File: src/rtl/serial_subtractor.sv
// serial_subtractor: bit-serial N-bit subtractor (a - b - bin) with a
// valid/ready handshake on each side. Operands are consumed LSB-first, one
// full-subtractor step per SHIFT cycle, and the result is held in DONE
// until the consumer accepts it.
module serial_subtractor #(
  parameter int N = 8
) (
  input  logic         clk,
  input  logic         rst_n,
  input  logic         in_valid,
  output logic         in_ready,
  input  logic [N-1:0] a,
  input  logic [N-1:0] b,
  input  logic         bin,
  output logic         out_valid,
  input  logic         out_ready,
  output logic [N-1:0] diff,
  output logic         bout
);

  // One extra bit over ceil(log2(N)) so the count up to N-1 never wraps.
  localparam int unsigned CW = $clog2(N) + 1;

  typedef enum logic [1:0] {
    IDLE,
    SHIFT,
    DONE
  } state_t;

  state_t         state_q, state_d;
  logic [N-1:0]   a_q, a_d;
  logic [N-1:0]   b_q, b_d;
  logic [N-1:0]   diff_q, diff_d;
  logic           br_q, br_d;
  logic [CW-1:0]  cnt_q, cnt_d;

  logic           step_d;
  logic           step_br;

  // Single full-subtractor step on the current operand LSBs and borrow.
  always_comb begin
    step_d  = a_q[0] ^ b_q[0] ^ br_q;
    step_br = (~a_q[0] & b_q[0]) | (~(a_q[0] ^ b_q[0]) & br_q);
  end

  // Next-state and datapath update; everything holds unless the state acts.
  always_comb begin
    state_d = state_q;
    a_d     = a_q;
    b_d     = b_q;
    diff_d  = diff_q;
    br_d    = br_q;
    cnt_d   = cnt_q;

    case (state_q)
      IDLE: begin
        if (in_valid) begin
          a_d     = a;
          b_d     = b;
          br_d    = bin;
          cnt_d   = '0;
          state_d = SHIFT;
        end
      end

      SHIFT: begin
        // Result bits enter at the MSB so step k ends up at diff bit k.
        diff_d = {step_d, diff_q[N-1:1]};
        a_d    = {1'b0, a_q[N-1:1]};
        b_d    = {1'b0, b_q[N-1:1]};
        br_d   = step_br;
        if (cnt_q == CW'(N - 1)) begin
          state_d = DONE;
        end else begin
          cnt_d = cnt_q + CW'(1);
        end
      end

      DONE: begin
        if (out_ready) begin
          state_d = IDLE;
        end
      end

      default: begin
        state_d = IDLE;
      end
    endcase
  end

  // State and datapath registers with synchronous active-low reset.
  always_ff @(posedge clk) begin
    if (!rst_n) begin
      state_q <= IDLE;
      a_q     <= '0;
      b_q     <= '0;
      diff_q  <= '0;
      br_q    <= 1'b0;
      cnt_q   <= '0;
    end else begin
      state_q <= state_d;
      a_q     <= a_d;
      b_q     <= b_d;
      diff_q  <= diff_d;
      br_q    <= br_d;
      cnt_q   <= cnt_d;
    end
  end

  // Outputs depend only on registered state, never on in_valid/out_ready.
  always_comb begin
    in_ready  = (state_q == IDLE);
    out_valid = (state_q == DONE);
    diff      = diff_q;
    bout      = br_q;
  end

endmodule

File: config.mk
export PLATFORM = sky130hd
export DESIGN_NAME = serial_subtractor
export DESIGN_NICKNAME = d
export VERILOG_FILES = /design/src/rtl/serial_subtractor.sv
export SDC_FILE = /design/constraint.sdc
export NUM_CORES = 1
export LEC_CHECK = 0
export BUFFER_PORTS_ARGS = -buffer_cell sky130_fd_sc_hd__buf_4
export CAP_MARGIN = 30
export CORE_UTILIZATION = 47
export CTS_BUF_LIST = sky130_fd_sc_hd__clkbuf_16
export DETAILED_ROUTE_END_ITERATION = 8
export GPL_TIMING_DRIVEN = 0
export PLACE_DENSITY = 0.8
export SLEW_MARGIN = 20
export SYNTH_ARGS = -nofsm -noshare
export SYNTH_HDL_FRONTEND = slang
export SYNTH_SLANG_ARGS = --single-unit
File: constraint.sdc
create_clock -name clk -period 1.21 [get_ports clk]
set_input_delay 0.1815 -clock clk [delete_from_list [all_inputs] [get_ports clk]]
set_output_delay 0.1815 -clock clk [all_outputs]
set_load 0.02 [all_outputs]
# Word level (Yosys, flattened, before mapping)

Cells that the tools add are included.
W data, S select, Z words.

$add $sub $neg: 1
Equal/unequal tests: 7
Muxes and demuxes: 13
Bitwise gates (word level): 7
Reduce and logical (&&, ||, !) cells: 5

Operator list:

| cell                  | number |
|---|---|
| $pmux W8 S2           | 2 |
| $mux W8               | 2 |
| $mux W4               | 2 |
| $pmux W4 S2           | 1 |
| $mux W2               | 3 |
| $ne A2 B2 Y1 const B  | 3 |
| $pmux W2 S3           | 1 |
| $reduce_and A3 Y1     | 2 |
| $add A4 B1 Y4 const B | 1 |
| $eq A4 B3 Y1 const B  | 1 |
| $and A1 B1 Y1         | 2 |
| $eq A2 B1 Y1 const B  | 1 |
| $eq A2 B2 Y1 const B  | 1 |
| $logic_not A2 Y1      | 1 |
| $ne A2 B1 Y1 const B  | 1 |
| $not A1 Y1            | 2 |
| $pmux W1 S2           | 1 |
| $reduce_and A2 Y1     | 1 |
| $reduce_bool A2 Y1    | 1 |
| $xor A1 B1 Y1         | 2 |
| $mux W1               | 1 |
| $or A1 B1 Y1          | 1 |

Register bits: 31
Input port bits: 21
Output and inout bits: 11
Word-level logic and storage cells: 39

# Depth between registers and ports, before layout

Gate-level depths: netlist of run 1.

Word-level depth: 5
Depth in mapped cells: 6

# Worst setup path after synthesis of run 1

No wires, ideal clock.

Path type: reg2reg
From: reg br_q, in the netlist bout
To: reg br_q, in the netlist bout
Library setup time: 86 ps
Arrival: 1277 ps
Slack: -153 ps
Cell stages (with the launch flop): 6
Path buffers: 0
Clock period less this slack: 1363 ps
Path through: dfxtp_1 -> inv_1 -> fa_1 -> nor3b_1 -> a211oi_1 -> a211oi_1

Cells in the longest elaborated chain, start to end: 3

RTL lines:

| item                   | RTL line | RTL |
|---|---|---|
| start, declared        | 34       | `logic br_q, br_d;` |
| start signal, assigned | 105      | `br_q <= br_d;` |
| $and A1 B1 Y1          | 43       | `step_br = (~a_q[0] & b_q[0]) \| (~(a_q[0] ^ b_q[0]) & br_q);` |
| $or A1 B1 Y1           | 43       |  |
| $pmux W1 S2            | 55       | `case (state_q)` |

Every way passes these cells.
A chain may end at the register's enable or synchronous reset.

# Worst setup path after layout of run 1

From: reg state_q[1]
To: reg b_q[5]

Cells in the longest elaborated chain, start to end: 3
Elaborated cells between the ends (all ways): 6

RTL lines:

| item                                                                | RTL line | RTL |
|---|---|---|
| start, declared                                                     | 30       | `state_t state_q, state_d;` |
| start signal, assigned                                              | 101      | `state_q <= state_d;` |
| $eq A2 B1 Y1 or $logic_not A2 Y1 (tied branches)                    | 55       |  |
| $reduce_bool A2 Y1 (no source line) or $ne A2 B2 Y1 (tied branches) | --       |  |
| $reduce_and A2 Y1 (no source line)                                  | --       |  |
| end signal, assigned                                                | 96       | `b_q <= '0;` |
| end signal, assigned                                                | 103      | `b_q <= b_d;` |
| end, declared                                                       | 32       | `logic [N-1:0] b_q, b_d;` |

Parallel ways exist; a longest one is shown, timed or not.

==> out/results.ini, run 1 <==
[timing]
setup_slack_ns=-0.147
fin_hold_ws_ns=0.159
setup_viol=20
clock_skew_ns=0.00547
relSlewSlack_pct=66.7
rsz0062_at_grt=true
fmax_mhz=737
hold_viol=0
drv_slew=0
post-route-period-util_pct=112
tightest_slew_ns=0.499
fin_crit_ns=1.36

[clock_network]
cts_hold_buffers=0
clkSinkCount=31
clk_pin_slew_ns=0.05
clock_latency_ns=0.28
numCtsBuffers=5
htreeDepth=2
cts.path.max_buffers=2
clockRootBuffer=clkbuf_16
cts_tree=yes

[placed_design]
gp_congestion=0.735
hpwl_um=2400
port_buffers=31

[yosys]
ys_top_cells_by_area=dfxtp_1 (43%), nand2_1 (12%), a311oi_2 (6.2%)
synth-edff-count=0
yosys_warnings=0
syn_inst=173
synth_nets=196
yosysSeqAreaShare_pct=42.9
ys_types=31
netlist_area_um2=1450
syn_area_per_cell_um2=8.36
synth_ff_type=dfxtp_1
ys_ff_latch=31
async_flop_share_pct=0
post-synth-top-area-cell=dfxtp_1
synth_top_area_share_pct=42.9

[critical_path]
crit_fanout=6
end_kind=register
setup.worst_path.class=register to register
crit_path_start_kind=register
critPathArrivalTime_ns=1.53
crit_required_ns=1.39

[drt]
wl_per_cell_um=15.7
drt_iter0_drc=89
wl_um=4050
postRouteAntennaNets=0
via_per_inst=5.66
drt_first_pass_iters=8
drc_errors=2
vias=1461

[global_routing]
grt_max_degree=11
antenna_found_initial=0
grt_remaining_overflow=0
grt_pass1_wl_um=6270
grt_usage_pct=25.5
grt_pass1_vias=1464

[die]
die_y_um=57.5
initial_core_util_pct=51.1
die_x_um=57.5
dieArea_um2=3300
coreArea_um2=2830
io-pin-count=32
rows=19

[layout]
antenna_cells=0
utilization_pct=76.8
nets=249
layout-drive-gt1-share_pct=43.2
n_fill_cell=193
syn2layout_area_growth_pct=50.2

[min_path]
hp-class=input pin to register

[power_and_ir_drop]
ir_drop_v=0.000883
pwr_density_cell_nw_per_um2=1280
cellLeakagePower_nw=0.878

[status]
violations=design-rule violations, negative setup slack
status=finished, violations left

[flow_run]
cap_violations=0

[worst paths after layout]
check                           from                 endpoint  slack (ns)  cells past startpoint
min                            rst_n  state_q[1]$_SDFFE_PN0P_        0.16                      2
max reg2reg  state_q[1]$_SDFFE_PN0P_      b_q[5]$_SDFFE_PN0P_       -0.15                      6
max          state_q[1]$_SDFFE_PN0P_      b_q[5]$_SDFFE_PN0P_       -0.15                      6
min reg2reg     diff[0]$_SDFFE_PN0N_     diff[0]$_SDFFE_PN0N_        0.46                      2
[kinds of logic (layout without fill, tap and decap cells)]
family                   count (synthesis)  after routing  synth area share (%)
AND/OR/NAND/NOR                         82             82                  24.8
flip-flops                              31             31                  42.9
buffers and inverters                   19             73                  7.44
AO/OA/AOI/OAI                           39             39                  22.6
adder cells (fa/ha/maj)                  2              2                  2.25
[repair_timing]
action                     CTS  global route
setup buffers               11             0
pin swaps                   16            12
resized for setup           37            19
gates cloned                 3             1
setup endpoints to repair   22            22
[report_power, final]
part | internal, mW | switching [mW] | total (mW) | leakage (nW)
combinational | 0.253 | 0.231 | 0.484 | 0.548
sequential | 1.08 | 0.0443 | 1.13 | 0.257
clock | 0.741 | 0.426 | 1.17 | 0.0724
[critical path: stages (launching register included)]
cell,delay (ns)
dfxtp_2,0.32
buf_6,0.12
o21ba_4,0.25
buf_8,0.15
buf_6,0.10
nor2_2,0.03
a311oi_2,0.28
[layout make-up]
class | instances | area [µm²] | area share [%]
Multi-Input combinational cell | 123 | 808 | 37.2
Sequential cell | 31 | 636 | 29.3
Timing Repair Buffer | 46 | 400 | 18.4
Buffer | 14 | 133 | 6.11
Clock buffer | 5 | 125 | 5.76
Tap cell | 31 | 38.8 | 1.79
Inverter | 5 | 18.8 | 0.864
Clock inverter | 3 | 12.5 | 0.576
[cells in the mapped netlist (2+ instances only)]
cell	count
buf_2	5
nor3_1	2
nand2_1	48
buf_4	2
a311oi_1	8
a21oi_1	12
buf_6	3
o21ai_0	2
nand2b_1	4
nand3b_1	3
nand3_1	2
a311oi_2	6
dfxtp_1	31
a21o_1	2
clkbuf_1	4
a211oi_1	4
inv_1	5
nor2_1	17
[per-stage QoR]
step / cell area [µm²] / instances / TNS (ns) / power, mW / worst slack, ns
2_1_floorplan: 1460 / 173 / -0.122 / 1.35 / -0.0617
3_3_place_gp: 1730 / 235 / -2.37 / 1.46 / -0.135
3_5_place_dp: 1730 / 235 / -2.86 / 1.48 / -0.189
4_1_cts: 2110 / 257 / -0.879 / 2.73 / -0.146
5_1_grt: 2170 / 258 / -2.06 / 2.86 / -0.167
6_report: 2170 / 258 / -1.40 / 2.78 / -0.147
[flip-flops by register name (all words and copies together) (netlist names)]
| signal | flops |
|---|---|
| cnt_q | 4 |
| b_q | 8 |
| diff | 8 |
| state_q | 2 |
| bout | 1 |
| a_q | 8 |
[cell usage in the layout (no fill, tap or decap), drive strengths merged, types with 4 or more instances in the layout]
cell type | synthesis | routed
buf | 10 | 57
nand2 | 48 | 48
dfxtp | 31 | 31
nor2 | 17 | 17
a311oi | 14 | 14
a21oi | 12 | 12
clkbuf | 4 | 8
inv | 5 | 6
nand2b | 4 | 4
a211oi | 4 | 4
[per-layer routing]
metal	GRT usage [%]	part of all wire [%]	up-vias
li1	-	-	702
met1	27.8	42	686
met2	45.3	50	55
met3	5.67	5.2	18
met4	14.3	3.6	0
met5	0	0	-
No activity file was read; power rests on OpenSTA's default activity.
==> inputs of run 2 (changes only) <==
==> constraint.sdc (replaced) <==
create_clock -name clk -period 1.21 [get_ports clk]
set_input_delay 0.3025 -clock clk [delete_from_list [all_inputs] [get_ports clk]]
set_output_delay 0.3025 -clock clk [all_outputs]
set_load 0.02 [all_outputs]
==> out/results.ini, run 2 (synthesis results as in run 1) <==
[die]
coreArea_um2=2830
io-pin-count=32
initial_core_util_pct=51.1
rows=19
dieArea_um2=3300
die_x_um=57.5
die_y_um=57.5

[critical_path]
crit_path_start_kind=register
cp_num_buf_inv=0
crit_required_ns=1.42
path_cells=ha_4, and4b_4, or4_4, a21oi_2
critPathArrivalTime_ns=1.56
crit_fanout=6
slowest_stage=or4_4
end_kind=register
path_delay_family=simple AND/OR/NAND/NOR gates
setup.worst_path.class=register to register
crit_path_max_incr_delay_ns=0.42

[clock_network]
cts_hold_buffers=0
htreeDepth=2
numCtsBuffers=5
clk_pin_slew_ns=0.05
cts_tree=yes
clock_latency_ns=0.28
cts.path.max_buffers=2
clkSinkCount=31
clockRootBuffer=clkbuf_16

[global_routing]
grt_usage_pct=26.1
grt_pass1_wl_um=6380
grt_remaining_overflow=0
grt_pass1_vias=1467
antenna_found_initial=0
grt_max_degree=11

[layout]
regArea_um2=636
multi_input_area_um2=822
layout-drive-gt1-share_pct=46.1
n_fill_cell=196
syn2layout_area_growth_pct=50.3
final_common_cell=nand2_1
final_area_um2=2170
layout_common_cells=nand2_1 (48), buf_4 (45), dfxtp_1 (25)
nets=250
antenna_cells=0

[min_path]
hp-class=input pin to register

[timing]
setup_viol=20
drv_slew=0
tightest_slew_ns=0.274
fmax_mhz=740
setup_slack_ns=-0.140
rsz0062_at_grt=true
fin_hold_ws_ns=0.275
hold_viol=0
clock_skew_ns=0.00388
post-route-period-util_pct=112
relSlewSlack_pct=81.5
fin_crit_ns=1.35

[drt]
drc_errors=2
drt_first_pass_iters=6
wl_per_cell_um=15.2
postRouteAntennaNets=0
vias=1457
drt_iter0_drc=83
wl_um=3930
via_per_inst=5.63

[placed_design]
gp_congestion=0.735
port_buffers=31
place_area_um2=1730
place_ws_ns=-0.213
hpwl_um=2400

[power_and_ir_drop]
ir_drop_v=0.000957
cellLeakagePower_nw=0.884
pwr_density_cell_nw_per_um2=1280

[status]
violations=design-rule violations, negative setup slack
status=finished, violations left

[flow_run]
cap_violations=0

run 2: cell count changes in the layout (fill, tap and decap cells not counted), sizes merged:
cell	change
buf	+1
run 2: final cells by class:
cell class                      instances  area share (%)
Multi-Input combinational cell        123            37.8
Buffer                                 14            6.10
Inverter                                5            1.09
Clock buffer                            5            5.75
Timing Repair Buffer                   47            17.7
Tap cell                               31            1.78
Clock inverter                          3           0.575
Sequential cell                        31            29.2
run 2: through the flow:
step           cells  utilization, %  setup TNS [ns]  power [mW]
6_report         259            76.9           -1.72        2.78
5_1_grt          259            76.9           -2.35        2.88
4_1_cts          257            74.0           -1.45        2.72
3_5_place_dp     235            61.2           -4.55        1.48
3_3_place_gp     235            61.2           -3.94        1.46
2_1_floorplan    173               -          -0.122        1.35
run 2: repair_timing:
action	CTS	global route
endpoints found under the setup margin	23	26
resized for setup	33	24
cloned	3	0
pin swaps	9	15
buffers inserted	11	2
run 2: worst paths after layout:
check	start	cells after the start	slack (ns)	endpoint
min	rst_n	2	0.28	state_q[1]$_SDFFE_PN0P_
max reg2reg	cnt_q[0]$_SDFFE_PN0P_	4	-0.14	cnt_q[0]$_SDFFE_PN0P_
max	cnt_q[0]$_SDFFE_PN0P_	4	-0.14	cnt_q[0]$_SDFFE_PN0P_
min reg2reg	diff[0]$_SDFFE_PN0N_	2	0.46	diff[0]$_SDFFE_PN0N_
run 2: routing by layer:
layer / track usage, % / wire (µm) / part of all wire [%] / up-vias
met4: 15.7 / 125 / 3.2 / 0
li1: - / - / - / 701
met1: 27.8 / 1610 / 41 / 687
met5: 0 / 0 / 0 / -
met2: 44.9 / 1980 / 50 / 55
met3: 8.39 / 217 / 5.5 / 14
run 2: worst register-to-register path: stages, from the launching register on:
cell and delay (ns):
dfxtp_4 0.35, ha_4 0.16, and4b_4 0.20, or4_4 0.42
a21oi_2 0.14
run 2: where the power goes:
part | internal, mW | total (mW) | switching [mW]
sequential | 1.08 | 1.13 | 0.0451
clock | 0.741 | 1.17 | 0.426
combinational | 0.250 | 0.483 | 0.233
==> inputs of run 3 (changes only) <==
==> constraint.sdc (replaced) <==
create_clock -name clk -period 1.22 [get_ports clk]
set_input_delay 0.305 -clock clk [delete_from_list [all_inputs] [get_ports clk]]
set_output_delay 0.305 -clock clk [all_outputs]
set_load 0.02 [all_outputs]
==> out/results.ini, run 3 (synthesis results as in run 1) <==
[power_and_ir_drop]
intPower_mw=2.08
ir_drop_v=0.00120
cellLeakagePower_nw=0.916
pwr_density_cell_nw_per_um2=1250
seqPwrFrac_pct=40.1
p_comb_share_pct=18.2
pwr-share-clk_pct=41.7
netSwitchingFraction_pct=25.9
power.total_mw=2.80
switchingPower_mw=0.726

[timing]
fin_crit_ns=1.36
tightest_slew_ns=0.469
drv_slew=0
hold_viol=0
relSlewSlack_pct=68.8
post-route-period-util_pct=111
rsz0062_at_grt=true
setup_viol=22
setup_slack_ns=-0.139
fin_hold_ws_ns=0.278
fmax_mhz=736
clock_skew_ns=0.00594

[flow_run]
cap_violations=0

[min_path]
hp-class=input pin to register
whs_path_depth=2

[drt]
drt_iter0_drc=91
wl_per_cell_um=16.6
postRouteAntennaNets=0
wl_um=4350
drt_first_pass_iters=7
vias=1493
via_per_inst=5.68
drc_errors=2

[layout]
final_area_um2=2230
nets=254
utilization_pct=79.0
layout_common_cells=buf_4 (46), nand2_1 (45), dfxtp_1 (25)
final_common_cell=buf_4
antenna_cells=0
layout-drive-gt1-share_pct=48.3
syn2layout_area_growth_pct=54.5

[global_routing]
grt_pass1_vias=1462
grt_remaining_overflow=0
grt_max_degree=11
grt_usage_pct=27.7
antenna_found_initial=0
grt_pass1_wl_um=6720

[critical_path]
r2r-end=cnt_q[0]$_SDFFE_PN0P_
crit_required_ns=1.43
critPathArrivalTime_ns=1.57
crit_path_end=cnt_q[0]$_SDFFE_PN0P_
end_kind=register
reg2regPathDepth=4
crit_path_start_kind=register
crit_start=cnt_q[0]$_SDFFE_PN0P_
r2r_slack_ns=-0.14
r2r_start=cnt_q[0]$_SDFFE_PN0P_
crit_fanout=6
setup.worst_path.class=register to register

[die]
io-pin-count=32
dieArea_um2=3300
die_x_um=57.5
rows=19
die_y_um=57.5
coreArea_um2=2830
initial_core_util_pct=51.1

[clock_network]
clk_pin_slew_ns=0.05
clock_latency_ns=0.28
cts.path.max_buffers=2
cts_hold_buffers=0
cts_tree=yes
clkSinkCount=31
clockRootBuffer=clkbuf_16
numCtsBuffers=5
htreeDepth=2

[status]
status=finished, violations left
violations=design-rule violations, negative setup slack

[placed_design]
gp_congestion=0.780
port_buffers=31
place_area_um2=1730
hpwl_um=2380
place_ws_ns=-0.245

run 3: cell count changes in the layout (fill, tap and decap cells not counted), moves of 2 or more:
cell,before,now
clkbuf_8,0,2
nand2_2,0,3
a311oi_1,4,2
nand2_1,48,45
inv_2,1,3
a311oi_2,10,12
buf_6,7,10
run 3: worst min path at each step:
stage	startpoint	end	slack, ns
2_1_floorplan	rst_n	state_q[1]$_SDFFE_PN0P_	0.42
3_3_place_gp	diff[0]$_SDFFE_PN0N_	diff[0]$_SDFFE_PN0N_	0.44
3_5_place_dp	diff[0]$_SDFFE_PN0N_	diff[0]$_SDFFE_PN0N_	0.46
4_1_cts	rst_n	state_q[1]$_SDFFE_PN0P_	0.27
5_1_grt	rst_n	state_q[1]$_SDFFE_PN0P_	0.30
6_report	rst_n	state_q[1]$_SDFFE_PN0P_	0.28
run 3: final cells by class:
type,count,area (µm²)
plain buffers,14,155
fillers,188,594
clock inverters,3,12.5
multi-input cells,123,830
clock buffers,5,125
repair buffers,51,422
flip-flops and latches,31,633
well taps,31,38.8
inverters,5,18.8
run 3: power by group through the flow:
stage               logic (mW)  clock network [mW]  registers (mW)
floorplan                0.210                   0            1.13
global route             0.547                1.22            1.13
global placement         0.324                   0            1.13
CTS                      0.472                1.17            1.11
detailed placement       0.337                   0            1.13
finish                   0.511                1.17            1.12
run 3: stage by stage:
stage          setup TNS [ns]  cells
5_1_grt                 -2.39    263
3_3_place_gp            -3.96    235
3_5_place_dp            -4.78    235
2_1_floorplan          -0.102    173
4_1_cts                -0.649    261
6_report                -1.23    263
run 3: repair_timing:
item                       in CTS  in global routing
hold endpoints to repair        0                  0
cloned                          4                  0
setup buffers                  14                  2
setup endpoints to repair      27                 26
gates resized for setup        47                 15
pin swaps                      13                  8
run 3: routing by layer:
metal | share of wire, % | vias to the layer above | GRT usage, % | wire, µm
li1 | - | 712 | - | -
met1 | 40 | 711 | 31.4 | 1740
met2 | 52 | 55 | 47.7 | 2240
met3 | 5.2 | 15 | 7.71 | 228
met4 | 3.4 | 0 | 13.2 | 146
met5 | 0 | - | 0 | 0
run 3: critical path, cell delays in order (launching register included):
cell and delay, ns:
dfxtp_2 0.34, ha_4 0.17, and4b_4 0.20, or4_4 0.42, a21oi_2 0.15
